$ cat src/rtl/riscv_pkg.sv
// Shared RISC-V pipeline types for the hazard scoreboard.
// Slot record, register-address width and forward-select encodings.
package riscv_pkg;

  localparam int REG_ADDR_W = 5;
  localparam int FWD_RF = 0;

  typedef struct packed {
    logic                  valid;
    logic [REG_ADDR_W-1:0] rd;
    logic                  regwrite;
    logic                  is_load;
  } slot_t;

endpackage

$ cat src/rtl/hazard_match.sv
// Per-source youngest-match search over the in-flight slots.
// Purely combinational; yields a forward select and a load-not-ready flag.
module hazard_match
  import riscv_pkg::*;
#(
  parameter int DEPTH = 3,
  parameter int LOAD_READY = 1,
  parameter int FWD_W = $clog2(DEPTH + 1)
) (
  input  logic [REG_ADDR_W-1:0] rs,
  input  slot_t [DEPTH-1:0]     slots,
  output logic [FWD_W-1:0]      fwd_sel,
  output logic                  unready
);

  logic hit;

  // Walk oldest to youngest so the youngest match overrides.
  always_comb begin
    fwd_sel = FWD_W'(FWD_RF);
    unready = 1'b0;
    hit = 1'b0;
    for (int k = DEPTH - 1; k >= 0; k--) begin
      hit = slots[k].valid && slots[k].regwrite &&
            (slots[k].rd == rs) && (rs != '0);
      if (hit) begin
        if (!slots[k].is_load || k >= LOAD_READY) begin
          fwd_sel = FWD_W'(k + 1);
          unready = 1'b0;
        end else begin
          fwd_sel = FWD_W'(FWD_RF);
          unready = 1'b1;
        end
      end
    end
  end

endmodule

$ cat src/rtl/hazard_scoreboard.sv
// In-flight destination scoreboard with forwarding selects and load-use stall.
// Define HAZARD_PERF_EN to enable the saturating stall-cycle counter.
module hazard_scoreboard
  import riscv_pkg::*;
#(
  parameter int DEPTH = 3,
  parameter int NUM_SRC = 2,
  parameter int LOAD_READY = 1,
  parameter int FWD_W = $clog2(DEPTH + 1)
) (
  input  logic                          clk,
  input  logic                          reset,
  input  logic                          issue_valid,
  input  logic [REG_ADDR_W-1:0]         issue_rd,
  input  logic                          issue_regwrite,
  input  logic                          issue_is_load,
  input  logic [REG_ADDR_W*NUM_SRC-1:0] issue_rs,
  input  logic                          flush,
  output logic                          stall,
  output logic [FWD_W*NUM_SRC-1:0]      fwd_sel,
  output logic [31:0]                   pipeline_stall_cnt
);

  slot_t [DEPTH-1:0] slots;
  slot_t             issued;
  logic [NUM_SRC-1:0] unready;

  for (genvar i = 0; i < NUM_SRC; i++) begin : g_src
    hazard_match #(
      .DEPTH(DEPTH),
      .LOAD_READY(LOAD_READY),
      .FWD_W(FWD_W)
    ) u_match (
      .rs(issue_rs[REG_ADDR_W*i +: REG_ADDR_W]),
      .slots(slots),
      .fwd_sel(fwd_sel[FWD_W*i +: FWD_W]),
      .unready(unready[i])
    );
  end

  // Built only from match flags, never from fwd_sel.
  assign stall = issue_valid && !flush && (|unready);

  always_comb begin
    issued = '0;
    issued.valid = issue_valid && !stall && !flush;
    issued.rd = issue_rd;
    issued.regwrite = issue_regwrite;
    issued.is_load = issue_is_load;
  end

  always_ff @(posedge clk) begin
    if (reset) begin
      slots <= '0;
    end else begin
      slots[0] <= issued;
      for (int k = 1; k < DEPTH; k++) begin
        slots[k] <= slots[k-1];
      end
    end
  end

`ifdef HAZARD_PERF_EN
  logic [31:0] cnt;

  always_ff @(posedge clk) begin
    if (reset) begin
      cnt <= '0;
    end else if (stall && cnt != 32'hFFFF_FFFF) begin
      cnt <= cnt + 32'd1;
    end
  end

  assign pipeline_stall_cnt = cnt;
`else
  assign pipeline_stall_cnt = 32'd0;
`endif

endmodule

$ cat config.mk
export PLATFORM = sky130hd
export DESIGN_NAME = hazard_scoreboard
export DESIGN_NICKNAME = d
export VERILOG_FILES = /design/src/rtl/riscv_pkg.sv /design/src/rtl/hazard_match.sv /design/src/rtl/hazard_scoreboard.sv
export SDC_FILE = /design/constraint.sdc
export NUM_CORES = 1
export LEC_CHECK = 0
export ABC_AREA = 1
export BUFFER_PORTS_ARGS = -buffer_cell sky130_fd_sc_hd__buf_2
export CAP_MARGIN = 20
export CORE_ASPECT_RATIO = 1.25
export CORE_UTILIZATION = 43
export DETAILED_ROUTE_END_ITERATION = 16
export PLACE_DENSITY = 0.8
export RECOVER_POWER = 100
export SLEW_MARGIN = 40
export SYNTH_ARGS = -nofsm -noshare
export SYNTH_HDL_FRONTEND = slang
export SYNTH_SLANG_ARGS = --single-unit
$ cat constraint.sdc
create_clock -name clk -period 1 [get_ports clk]
set_input_delay 0.15 -clock clk [delete_from_list [all_inputs] [get_ports clk]]
set_output_delay 0.15 -clock clk [all_outputs]
set_load 0.03 [all_outputs]
==> results.sh, run 1 <==
export IMPL_fin_crit_ps=1620
export IMPL_grt_pass1_vias=1190
export IMPL_synth_seq_cells=22
export IMPL_drive_gt1_share_pct=43.3
export IMPL_cts_inserted_buffers=3
export IMPL_clk_pin_slew_ps=70
export IMPL_portBuffers=25
export IMPL_cts_tree="yes"
export IMPL_outcome="finished with violations"
export IMPL_synth_top_area_share_pct=29.5
export IMPL_hpwl_um=2470
export IMPL_crit_fanout=3
export IMPL_p_per_area_mw_per_mm2=1050
export IMPL_finalMaxSlewViolations=0
export IMPL_seqPwrFrac_pct=47.4
export IMPL_cp_slowest_stage_delay_ps=370
export IMPL_drt_iter0_markers=36
export IMPL_min_path_type="in2reg"
export IMPL_syn_instance_count=232
export IMPL_syn_cell_area_mm2=0.00149
export IMPL_critical_path_startpoint_type="flip-flop"
export IMPL_p_int_uw=1330
export IMPL_fp_coreArea_mm2=0.00325
export IMPL_route_antenna_remaining_nets=0
export IMPL_grt_start_max_net_pins=13
export IMPL_cts_hold_buffers=0
export IMPL_rsz0062_at_grt="yes"
export IMPL_dieHeight_um=67.8
export IMPL_ys_warn_count=0
export IMPL_post_drt_wl_per_cell_um=11.0
export IMPL_die_w_um=54.7
export IMPL_netSwitchingFraction_pct=33.5
export IMPL_antenna_found_initial=0
export IMPL_drc=0
export IMPL_vias=1348
export IMPL_postLayoutCellArea_mm2=0.00190
export IMPL_drv_cap=0
export IMPL_switchingPower_uw=669
export IMPL_top_register="slots"
export IMPL_violations="negative setup slack"
export IMPL_clk_path_buf_depth=2
export IMPL_clock_root_buffer="clkbuf_8"
export IMPL_fin_util_pct=58.4
export IMPL_synth_area_per_cell_um2=6.43
export IMPL_setup_violations=6
export IMPL_wl_um=3370
export IMPL_slew_headroom_pct=63.0
export IMPL_finalHoldViolCount=0
export IMPL_htreeDepth=1
export IMPL_grt_ovfl_total=0
export IMPL_synth_largest_area_cell="dfxtp_1"
export IMPL_grtUsageTotal_pct=18.8
export IMPL_first_pass_iters=4
export IMPL_layout_setup_ws_ps=-624
export IMPL_p_leak_uw=0.000947
export IMPL_cp_required_ps=850
export IMPL_area_growth_synth_to_final_pct=27.4
export IMPL_reg_largest_list="slots x22"
export IMPL_yosys_top_cells_area="dfxtp_1 30%, buf_4 16%, nand2_1 13%"
export IMPL_grt_pass1_wl_um=5000
export IMPL_power_frac_clock_pct=27.3
export IMPL_dieArea_mm2=0.00371
export IMPL_max_slew_worst_pin_slew_ps=555
export IMPL_path_class="reg2out"
export IMPL_ir_drop_mv=0.814
export IMPL_clock_latency_ps=260
export IMPL_whs_ps=77.6
export IMPL_combPwrFrac_pct=25.3
export IMPL_nFillCells=310
export IMPL_row_count=23
export IMPL_ys_seq_area_share_pct=29.5
export IMPL_fin_nets=291
export IMPL_place_area_mm2=0.00167
export IMPL_insertedDiodeCount=0
export IMPL_ios=58
export IMPL_power_uw=2000
export IMPL_crit_chain="xnor2_4 > nand2_2 > nor2_4 > nand3_2 > a21oi_4 > buf_6"
export IMPL_cp_arrival_ps=1470
export IMPL_via_per_inst=4.42
export IMPL_largest_register_ffs=22
export IMPL_period_share_pct=162
export IMPL_max_clock_freq_mhz=616
export IMPL_skew_ps=0.769
export IMPL_ys_types=23
export IMPL_slowest_stage="dfxtp_4"
export IMPL_worstSetupEndpointType="output port"
export IMPL_start_util_pct=45.9
export IMPL_gp_congestion=0.952
export IMPL_cts_sinks=22
-- critical path, delay by kind of cell, from the launching register on --
family                    cells  cell delay, ps
AOI/OAI and AO/OA             1             180
DFF                           1             370
and+or+nand+nor               3             360
xor gates and xnor gates      1             150
buffers and inverters         1             150
-- power groups by stage --
stage / sequential (uW) / combinational, uW / clock (uW)
6_report: 946 / 504 / 545
5_1_grt: 951 / 551 / 589
4_1_cts: 945 / 472 / 557
3_5_place_dp: 964 / 447 / 0
3_3_place_gp: 963 / 444 / 0
2_1_floorplan: 957 / 425 / 0
-- cells by family (layout without fill, tap and decap cells) --
| group | after synthesis | in the layout | share of synthesized area (%) |
|---|---|---|---|
| xor gates and xnor gates | 10 | 10 | 5.87 |
| DFF | 22 | 22 | 29.5 |
| buffers and inverters | 75 | 80 | 26.9 |
| other | 1 | 32 | 0.251 |
| and+or+nand+nor | 111 | 111 | 32.1 |
| AOI/OAI and AO/OA | 13 | 13 | 5.28 |
-- final cells by class --
type                    count  area [um2]  area share (%)
flip-flops and latches     22         467            24.6
repair buffers             36         239            12.6
well taps                  37        46.3            2.44
clock buffers               3        41.3            2.17
inverters                  41         164            8.62
multi-input cells         166         943            49.6
-- cell usage after synthesis, drive strengths merged --
master	number
xnor2	8
a21oi	8
nand4	2
inv	38
dfxtp	22
clkbuf	2
o211ai	1
xor2	2
o21ai	4
nand2	54
conb	1
nor2	42
nand3	12
clkinv	3
or2	1
buf	32
-- cell usage in the layout (no fill, tap or decap), drive strengths merged, types with 4 or more instances in the layout --
cell	count
a21oi	8
buf	34
nand2	54
conb	32
inv	38
clkbuf	5
nor2	42
dfxtp	22
xnor2	8
o21ai	4
nand3	12
-- routing by layer --
metal / share of wire, % / vias to the layer above / GRT usage [%]
met5: 0 / - / 0
met4: 0.53 / 0 / 4.49
met3: 5.1 / 2 / 3.56
met2: 54 / 43 / 33.7
met1: 41 / 608 / 22.1
li1: - / 695 / -
-- final timing paths --
kind,start,to,slack [ps],depth (start not counted)
setup / recovery,slots[3],stall,-620,6
setup reg to reg,slots[3],slots[7],-210,7
hold / removal,issue_rd[2],slots[4],80,3
hold reg to reg,slots[9],slots[17],420,2
-- per-stage QoR --
step / setup TNS (ps) / setup slack [ps] / std cells
after detailed placement: -1880 / -387 / 300
after global placement: -1860 / -391 / 300
after CTS: -2930 / -571 / 305
after floorplan: -627 / -158 / 263
after global routing: -3510 / -680 / 305
final: -3110 / -624 / 305
-- repair_timing --
item,in CTS,in global routing
pin swaps,13,10
endpoints found under the setup margin,6,6
gates resized for setup,35,21
setup buffers,2,0
No activity file was read; power rests on OpenSTA's default activity.
==> run 2, diff against run 1 <==
--- a/config.mk
+++ b/config.mk
@@ -11,7 +11,7 @@
 export CORE_ASPECT_RATIO = 1.25
 export CORE_UTILIZATION = 43
 export DETAILED_ROUTE_END_ITERATION = 16
-export PLACE_DENSITY = 0.8
+export PLACE_DENSITY = 0.82
 export RECOVER_POWER = 100
 export SLEW_MARGIN = 40
 export SYNTH_ARGS = -nofsm -noshare
==> run 2 against run 1 <==
  * The run still ends with negative setup slack left
  * Hold slack got worse by 5.9 ps
  * Sequential power is essentially flat
  * Combinational power is 0.8% lower
  * Critical path depth unchanged
  * Final cell count up 0.98%
  * Wire length shrank 3.7%
  * Maximum frequency grew 2.0%
  * Sequential cell count unchanged
==> results.sh, run 2 (same netlist as run 1, synthesis figures left out) <==
export IMPL_outcome="finished with violations"
export IMPL_violations="negative setup slack"
export IMPL_slowest_stage="dfxtp_2"
export IMPL_grt_ovfl_total=0
export IMPL_final_seq_area_um2=465
export IMPL_hpwl_um=2450
export IMPL_crit_chain="xnor2_1 > nand2_1 > nor2_4 > nand3_2 > a21oi_4 > buf_6"
export IMPL_dieHeight_um=67.8
export IMPL_postLayoutCellArea_mm2=0.00194
export IMPL_skew_ps=1.70
export IMPL_period_share_pct=159
export IMPL_p_per_area_mw_per_mm2=1180
export IMPL_first_pass_iters=4
export IMPL_drive_gt1_share_pct=44.6
export IMPL_p_leak_uw=0.000984
export IMPL_die_w_um=54.7
export IMPL_final_cells=308
export IMPL_grt_pass1_wl_um=4910
export IMPL_row_count=23
export IMPL_finalMaxSlewViolations=0
export IMPL_wl_um=3250
export IMPL_cts_sinks=22
export IMPL_cts_tree="yes"
export IMPL_grt_pass1_vias=1187
export IMPL_nFillCells=319
export IMPL_max_slew_worst_pin_slew_ps=529
export IMPL_setup_violations=6
export IMPL_cp_required_ps=850
export IMPL_via_per_inst=4.44
export IMPL_ios=58
export IMPL_reg_largest_list="slots x22"
export IMPL_htreeDepth=1
export IMPL_antenna_found_initial=0
export IMPL_layout_setup_ws_ps=-591
export IMPL_post_drt_wl_per_cell_um=10.5
export IMPL_grtUsageTotal_pct=18.6
export IMPL_drt_iter0_markers=34
export IMPL_portBuffers=25
export IMPL_largest_register_ffs=22
export IMPL_clock_root_buffer="clkbuf_8"
export IMPL_dieArea_mm2=0.00371
export IMPL_finalHoldViolCount=0
export IMPL_fin_nets=293
export IMPL_final_common_cell="nand2_1"
export IMPL_fin_crit_ps=1590
export IMPL_critical_path_startpoint_type="flip-flop"
export IMPL_insertedDiodeCount=0
export IMPL_final_cell_mix="36 x nand2_1, 32 x conb_1, 30 x nor2_1"
export IMPL_clk_pin_slew_ps=80
export IMPL_grt_start_max_net_pins=14
export IMPL_clock_latency_ps=260
export IMPL_rsz0062_at_grt="yes"
export IMPL_power_uw=2280
export IMPL_multi_input_area_um2=938
export IMPL_cts_inserted_buffers=3
export IMPL_path_class="reg2out"
export IMPL_top_register="slots"
export IMPL_min_path_type="in2reg"
export IMPL_worstSetupEndpointType="output port"
export IMPL_crit_fanout=3
export IMPL_place_area_mm2=0.00168
export IMPL_max_clock_freq_mhz=628
export IMPL_fp_coreArea_mm2=0.00325
export IMPL_vias=1367
export IMPL_gp_congestion=0.906
export IMPL_whs_ps=71.7
export IMPL_route_antenna_remaining_nets=0
export IMPL_cp_slowest_stage_delay_ps=350
export IMPL_area_growth_synth_to_final_pct=29.8
export IMPL_slew_headroom_pct=64.7
export IMPL_drc=0
export IMPL_clk_path_buf_depth=2
export IMPL_pre_cts_slack_ps=-391
export IMPL_drv_cap=0
export IMPL_start_util_pct=45.9
export IMPL_ir_drop_mv=1.20
export IMPL_cp_arrival_ps=1440
export IMPL_dp_cells=301
-- run 2: cell types whose count changed in the layout (fill, tap and decap cells not counted), moves of 2 or more --
cell     before  now
dfxtp_2      12   14
nand2_4       3    5
buf_4         9   12
nand2_1      38   36
xnor2_1       4    6
-- run 2: worst paths after layout --
check               from   endpoint  cells after the start  slack, ps
max             slots[3]      stall                      6       -590
min          issue_rd[4]   slots[6]                      3         70
min reg2reg    slots[15]  slots[23]                      2        450
max reg2reg     slots[3]   slots[7]                      6       -100
-- run 2: worst max-delay path: cells and delay by family (launching register included) --
family | cells | cell delay, ps
AOI/OAI and AO/OA | 1 | 160
xor gates and xnor gates | 1 | 160
buffers and inverters | 1 | 140
DFF | 1 | 350
and+or+nand+nor | 3 | 370
-- run 2: routing by layer --
layer | GRT usage (%) | part of all wire (%)
met5 | 0 | 0
met1 | 20.3 | 39
met3 | 3.56 | 5.8
met4 | 7.05 | 1.7
met2 | 34.0 | 53
-- run 2: where the power goes --
| part | switching (uW) | leakage (uW) | internal, uW |
|---|---|---|---|
| registers | 34.9 | 0.000187 | 912 |
| logic | 354 | 0.000761 | 147 |
| clock network | 294 | 0.0000357 | 535 |
-- run 2: timing repair --
item / CTS / global route
endpoints found under the setup margin: 6 / 6
gates cloned: 0 / 0
setup buffers: 2 / 1
hold buffers: 0 / 0
pin swaps: 13 / 24
resized for setup: 35 / 23
-- run 2: layout make-up --
cell class              instances  area share, %
inverters                      41           8.47
repair buffers                 38           12.9
clock buffers                   3           2.13
well taps                      37           2.39
clock inverters                 1           1.55
multi-input cells             166           48.5
flip-flops and latches         22           24.0
-- run 2: through the flow --
step / utilization, % / TNS (ps)
CTS: 57.5 / -2830
finish: 59.5 / -2910
detailed placement: 51.6 / -1780
floorplan: - / -627
global placement: 51.6 / -1860
global route: 59.5 / -3290
